### src/rtl/ai_i2s_irq_agg_if.sv
// Bus bundle between the I2S interrupt aggregator and its register file / datapath.
// master drives controls and events, slave (the aggregator) returns status and the IRQ.
interface ai_i2s_irq_agg_if #(
  parameter int NUM_SRC = 4,
  parameter int ID_W    = (NUM_SRC > 1) ? $clog2(NUM_SRC) : 1,
  parameter int CNT_W   = 8
);
  logic               irq_en;
  logic [NUM_SRC-1:0] irq_mask;
  logic [NUM_SRC-1:0] irq_mode;
  logic [NUM_SRC-1:0] irq_src;
  logic [NUM_SRC-1:0] intclr;
  logic [NUM_SRC-1:0] intset;
  logic [CNT_W-1:0]   coal_thresh;
  logic [CNT_W-1:0]   coal_timeout;
  logic [NUM_SRC-1:0] intstat;
  logic [NUM_SRC-1:0] intovf;
  logic [NUM_SRC-1:0] intpend;
  logic               irq_o;
  logic [ID_W-1:0]    irq_id;

  modport master (
    output irq_en, irq_mask, irq_mode, irq_src, intclr, intset, coal_thresh, coal_timeout,
    input  intstat, intovf, intpend, irq_o, irq_id
  );

  modport slave (
    input  irq_en, irq_mask, irq_mode, irq_src, intclr, intset, coal_thresh, coal_timeout,
    output intstat, intovf, intpend, irq_o, irq_id
  );
endinterface

### src/rtl/ai_i2s_irq_agg.sv
// I2S interrupt aggregator: per-source edge/level capture, sticky overflow, mask, priority id.
// Optional macro AI_I2S_IRQ_COALESCE_EN replaces the direct irq_o path with a coalescing FSM.
module ai_i2s_irq_agg #(
  parameter int NUM_SRC = 4,
  parameter int ID_W    = (NUM_SRC > 1) ? $clog2(NUM_SRC) : 1,
  parameter int CNT_W   = 8
) (
  input  logic              clk,
  input  logic              rst_n,
  ai_i2s_irq_agg_if.slave   bus
);

  logic [NUM_SRC-1:0] r_src_prev;
  logic [NUM_SRC-1:0] r_intstat;
  logic [NUM_SRC-1:0] r_intovf;
  logic [NUM_SRC-1:0] w_evt;
  logic [NUM_SRC-1:0] w_set;
  logic [NUM_SRC-1:0] w_stat_next;
  logic [NUM_SRC-1:0] w_ovf_next;
  logic [NUM_SRC-1:0] w_pend;
  logic [ID_W-1:0]    w_id;

  assign w_evt = bus.irq_src & ~r_src_prev;
  assign w_set = w_evt | bus.intset;

  genvar gi;
  generate
    for (gi = 0; gi < NUM_SRC; gi++) begin : g_src
      // A set always beats a coincident clear so no event is lost in edge mode.
      assign w_stat_next[gi] = bus.irq_mode[gi]
        ? (bus.irq_src[gi] | bus.intset[gi] | (r_intstat[gi] & ~bus.intclr[gi]))
        : (w_set[gi] | (r_intstat[gi] & ~bus.intclr[gi]));
      assign w_ovf_next[gi] =
          (~bus.irq_mode[gi] & r_intstat[gi] & w_set[gi] & ~bus.intclr[gi])
        | (r_intovf[gi] & ~bus.intclr[gi]);
    end
  endgenerate

  always_ff @(posedge clk or negedge rst_n) begin
    if (!rst_n) begin
      r_src_prev <= '0;
      r_intstat  <= '0;
      r_intovf   <= '0;
    end else begin
      r_src_prev <= bus.irq_src;
      r_intstat  <= w_stat_next;
      r_intovf   <= w_ovf_next;
    end
  end

  assign w_pend = r_intstat & bus.irq_mask;

  generate
    if (NUM_SRC == 1) begin : g_id_single
      assign w_id = '0;
    end else begin : g_id_enc
      always_comb begin
        w_id = '0;
        for (int i = NUM_SRC - 1; i >= 0; i--) begin
          if (w_pend[i]) w_id = ID_W'(i);
        end
      end
    end
  endgenerate

`ifdef AI_I2S_IRQ_COALESCE_EN
  typedef enum logic [1:0] {ST_IDLE, ST_ACCUM, ST_FIRE} state_t;

  state_t           r_state;
  state_t           w_state_next;
  logic [CNT_W-1:0] r_ev_cnt;
  logic [CNT_W-1:0] w_ev_cnt_next;
  logic [CNT_W-1:0] r_tmr;
  logic [CNT_W-1:0] w_tmr_next;
  logic [CNT_W:0]   w_ev_total;
  logic             w_new_set;

  assign w_new_set  = |(w_set & bus.irq_mask);
  // The pending event that opened the window counts as the first one.
  assign w_ev_total = {1'b0, r_ev_cnt} + (CNT_W+1)'(1);

  always_comb begin
    w_state_next  = r_state;
    w_ev_cnt_next = r_ev_cnt;
    w_tmr_next    = r_tmr;
    case (r_state)
      ST_IDLE: begin
        if (|w_pend) begin
          w_state_next  = ST_ACCUM;
          w_ev_cnt_next = '0;
          w_tmr_next    = '0;
        end
      end
      ST_ACCUM: begin
        w_tmr_next = (&r_tmr) ? r_tmr : r_tmr + CNT_W'(1);
        if (w_new_set && !(&r_ev_cnt)) w_ev_cnt_next = r_ev_cnt + CNT_W'(1);
        if (~|w_pend) begin
          w_state_next = ST_IDLE;
        end else if ((w_ev_total >= {1'b0, bus.coal_thresh}) ||
                     ((bus.coal_timeout != '0) && (r_tmr >= bus.coal_timeout))) begin
          w_state_next = ST_FIRE;
        end
      end
      ST_FIRE: begin
        if (~|w_pend) w_state_next = ST_IDLE;
      end
      default: w_state_next = ST_IDLE;
    endcase
    if (!bus.irq_en) w_state_next = ST_IDLE;
  end

  always_ff @(posedge clk or negedge rst_n) begin
    if (!rst_n) begin
      r_state  <= ST_IDLE;
      r_ev_cnt <= '0;
      r_tmr    <= '0;
    end else begin
      r_state  <= w_state_next;
      r_ev_cnt <= w_ev_cnt_next;
      r_tmr    <= w_tmr_next;
    end
  end

  assign bus.irq_o = (r_state == ST_FIRE);
`else
  logic r_irq;
  logic w_unused_coal;

  assign w_unused_coal = ^{bus.coal_thresh, bus.coal_timeout};

  always_ff @(posedge clk or negedge rst_n) begin
    if (!rst_n) r_irq <= 1'b0;
    else        r_irq <= bus.irq_en & (|w_pend);
  end

  assign bus.irq_o = r_irq;
`endif

  assign bus.intstat = r_intstat;
  assign bus.intovf  = r_intovf;
  assign bus.intpend = w_pend;
  assign bus.irq_id  = w_id;

endmodule

### src/flat_wrapper.sv
// flat-port wrapper written by rule: the top's interface ports become plain ports
module ai_i2s_irq_agg_flat 
#(
  parameter int NUM_SRC = 4,
  parameter int ID_W    = (NUM_SRC > 1) ? $clog2(NUM_SRC) : 1,
  parameter int CNT_W   = 8
)
  (clk, rst_n, bus_irq_en, bus_irq_mask, bus_irq_mode, bus_irq_src, bus_intclr, bus_intset, bus_coal_thresh, bus_coal_timeout, bus_intstat, bus_intovf, bus_intpend, bus_irq_o, bus_irq_id);
  ai_i2s_irq_agg_if #(.NUM_SRC(NUM_SRC), .ID_W(ID_W), .CNT_W(CNT_W)) bus_i ();
  input  logic clk;
  input  logic rst_n;
  input wire logic [$bits(bus_i.irq_en)-1:0] bus_irq_en;
  input wire logic [$bits(bus_i.irq_mask)-1:0] bus_irq_mask;
  input wire logic [$bits(bus_i.irq_mode)-1:0] bus_irq_mode;
  input wire logic [$bits(bus_i.irq_src)-1:0] bus_irq_src;
  input wire logic [$bits(bus_i.intclr)-1:0] bus_intclr;
  input wire logic [$bits(bus_i.intset)-1:0] bus_intset;
  input wire logic [$bits(bus_i.coal_thresh)-1:0] bus_coal_thresh;
  input wire logic [$bits(bus_i.coal_timeout)-1:0] bus_coal_timeout;
  output wire logic [$bits(bus_i.intstat)-1:0] bus_intstat;
  output wire logic [$bits(bus_i.intovf)-1:0] bus_intovf;
  output wire logic [$bits(bus_i.intpend)-1:0] bus_intpend;
  output wire logic [$bits(bus_i.irq_o)-1:0] bus_irq_o;
  output wire logic [$bits(bus_i.irq_id)-1:0] bus_irq_id;
  assign bus_i.irq_en = bus_irq_en;
  assign bus_i.irq_mask = bus_irq_mask;
  assign bus_i.irq_mode = bus_irq_mode;
  assign bus_i.irq_src = bus_irq_src;
  assign bus_i.intclr = bus_intclr;
  assign bus_i.intset = bus_intset;
  assign bus_i.coal_thresh = bus_coal_thresh;
  assign bus_i.coal_timeout = bus_coal_timeout;
  assign bus_intstat = bus_i.intstat;
  assign bus_intovf = bus_i.intovf;
  assign bus_intpend = bus_i.intpend;
  assign bus_irq_o = bus_i.irq_o;
  assign bus_irq_id = bus_i.irq_id;
  ai_i2s_irq_agg #(.NUM_SRC(NUM_SRC), .ID_W(ID_W), .CNT_W(CNT_W)) u_core (.clk(clk), .rst_n(rst_n), .bus(bus_i));
endmodule
### config.mk
export PLATFORM = sky130hd
export DESIGN_NAME = ai_i2s_irq_agg_flat
export DESIGN_NICKNAME = d
export VERILOG_FILES = /design/src/rtl/ai_i2s_irq_agg_if.sv /design/src/rtl/ai_i2s_irq_agg.sv /design/src/flat_wrapper.sv
export SDC_FILE = /design/constraint.sdc
export NUM_CORES = 1
export LEC_CHECK = 0
export CAP_MARGIN = 25
export CORE_AREA = 5 5 42 44
export DETAILED_ROUTE_END_ITERATION = 16
export DIE_AREA = 0 0 47 49
export DONT_BUFFER_PORTS = 1
export PLACE_DENSITY_LB_ADDON = 0.05
export SLEW_MARGIN = 20
export SYNTH_ARGS = -nofsm -noshare
export SYNTH_HDL_FRONTEND = slang
export SYNTH_SLANG_ARGS = --single-unit
### constraint.sdc
create_clock -name clk -period 1.5 [get_ports clk]
set_input_delay 0.3 -clock clk [delete_from_list [all_inputs] [get_ports clk]]
set_output_delay 0.3 -clock clk [all_outputs]
set_load 0.01 [all_outputs]
==> impl_metrics.yaml <==
cts:
  clkSinkCount: 13
  path_clk_slew_ns: 0.08
  tritoncts: "yes"
  clk_latency_ns: 0.26
  clockBufferDepth: 2
  cts_buffers: 3
  cts_root_buf: "clkbuf_4"
  cts-htree-levels: 1
sta:
  rsz0062_at_grt: "yes"
  setup_ws_ns: 0.0133
  max_slew_margin_pct: 62.4
  period_minus_slack_ns: 1.49
  finalSetupViolations: 0
  worstMarginPinSlew_ns: 0.563
  max_freq_mhz: 673
  hold_viol: 0
  setup_tns_ns: 0
  fin_crit_sh_pct: 99.1
  drv_slew: 0
  timing.hold.ws_ns: 0.0563
  fin_skew_ns: 0.00201
critical_path:
  path_buf_inv: 0
  cp_top_family: "simple AND/OR/NAND/NOR gates"
  worst_path_max_delay_cell: "dfrtp_1"
  crit_fanout: 2
  critical_path.max_stage_delay_ns: 0.38
  path_cells: "and2_4 > or2_4 > a21oi_4"
  critPathLaunchType: "flip-flop"
  endpoint_kind: "output pin"
  rr_worst_depth: 3
  required_ns: 1.20
  cp.depth: 3
  crit_type: "reg2out"
  worstPathArrival_ns: 1.19
routing:
  vias: 432
  wire_per_inst_um: 16.4
  drt-vias-per-instance: 5.47
  ant_nets: 0
  drtIter0Drc: 6
  drcViolationCount: 0
  dr.pass1.iters: 4
  routed_wl_mm: 1.30
synth:
  synth_seq_area_share_pct: 59.0
  synth_flop_cell: "dfrtp_1"
  synth_common_cells: "dfrtp_1 (13), inv_1 (10), nand2_1 (7)"
  synth_top_cell_area_share_pct: 59.0
  synth_area_um2: 552
  ys_warn_count: 0
  ys_types: 17
  synth_edf_count: 0
  synthCells: 55
  syn-mean-instance-area_um2: 10.0
  synth.area.top_cells: "dfrtp_1 (59%), inv_1 (6.8%), nand2_1 (4.8%), o2bb2ai_1 (4.8%), a21oi_1 (4.5%)"
  yosysTopAreaCell: "dfrtp_1"
  synth_seq_cells: 13
  synth.most_common_cell: "dfrtp_1"
  ys_async_sr_fraction_pct: 100
  synth_nets: 94
cells_and_area:
  insertedDiodeCount: 0
  nFillCells: 135
  seq_area_um2: 327
  final_area_um2: 668
  drive_gt1_share_pct: 22.2
  finalNetCount: 103
  syn_to_final_growth_pct: 21.1
  multi_input_area_um2: 225
  stdcell_count: 79
  finish.utilization_pct: 47.7
flow_run:
  drv_cap: 0
grt:
  grt_pass1_wl_mm: 2.03
  grt_overflow: 0
  antenna_found_initial: 0
  grtUsageTotal_pct: 12.0
  first_global_vias: 506
  grt_max_degree: 14
placement:
  place_ws_ns: 0.186
  dp_hpwl_mm: 1.13
  io_buffers: 0
  dp.cells: 74
  place.gp.congestion: 0.671
  dpl-instance-area_um2: 594
hold_path:
  hold_path_class: "in2reg"
  hold_depth: 0
pwr:
  peakVddDrop_mv: 0.509
  totalPowerFinal_mw: 0.705
  powerDensity_mw_per_mm2: 1050
  p_leak_nw: 0.309
die:
  rows: 14
  dieWidth_um: 47
  core-area_mm2: 0.00140
  die_h_um: 49
  ios: 54
  start_util_pct: 39.4
  die-area_mm2: 0.00230
outcome:
  status: "completed"
metal layers:
| metal | vias up | track usage, % | routed length [um] | share of wire (%) |
|---|---|---|---|---|
| met5 | - | 0 | 0 | 0 |
| met4 | 0 | 4.15 | 0 | 0 |
| met1 | 203 | 12.3 | 447 | 35 |
| li1 | 200 | - | - | - |
| met3 | 0 | 6.27 | 195 | 15 |
| met2 | 29 | 19.9 | 653 | 50 |
worst paths after layout:
path	slack (ns)	startpoint	to
max	0.01	u_core.bus.intstat[1]	bus_irq_id[1]
min	0.06	bus_irq_src[1]	u_core.r_src_prev[1]
max reg2reg	0.31	u_core.bus.intstat[3]	u_core.bus.irq_o
min reg2reg	0.57	u_core.bus.intovf[2]	u_core.bus.intovf[2]
max in group asynchronous	0.64	rst_n	u_core.bus.intstat[2]
min in group asynchronous	0.46	rst_n	u_core.bus.intovf[2]
area by class of cell:
class,count,share of cell area (%)
Inverter,10,5.62
Timing Repair Buffer,4,4.87
Multi-Input combinational cell,32,33.7
Sequential cell,13,48.9
Clock buffer,4,3.93
Tap cell,16,3.00
worst register-to-register path, cell delays in order, from the launching register on:
cell and delay, ns:
dfrtp_1 0.48, nand2_1 0.17, inv_1 0.11, o31a_1 0.31
power breakdown:
group / total (mW) / internal, mW / leakage, nW / switching [mW]
registers: 0.398 / 0.374 / 0.149 / 0.0245
logic: 0.0992 / 0.0443 / 0.145 / 0.0549
clock network: 0.207 / 0.103 / 0.0150 / 0.104
kinds of logic after synthesis:
family | count (synthesis) | share of synthesized area (%)
DFF | 13 | 59.0
buffers and inverters | 10 | 6.80
AOI/OAI and AO/OA | 15 | 18.8
and+or+nand+nor | 17 | 15.4
sequential cells by signal, summed over array words and instances, names as in the netlist:
register / cells
u_core.bus.irq_o: 1
u_core.bus.intstat: 4
u_core.r_src_prev: 4
u_core.bus.intovf: 4
repair_timing:
action	CTS	global route
resized for setup	9	0
setup endpoints to repair	2	2
hold endpoints to repair	13	0
setup buffers	0	0
pin swaps	2	0
hold buffers	1	0
placed cells by master, fill, tap and decap left out, types with 2 or more instances in the layout:
master and n:
a22oi_1 3, nor2b_1 2, and2_4 2, nor2_1 2, o2bb2ai_1 3, clkbuf_4 3
inv_1 10, buf_4 3, nand2_1 6, dfrtp_1 12, a21oi_1 4
No activity file was read; power rests on OpenSTA's default activity.
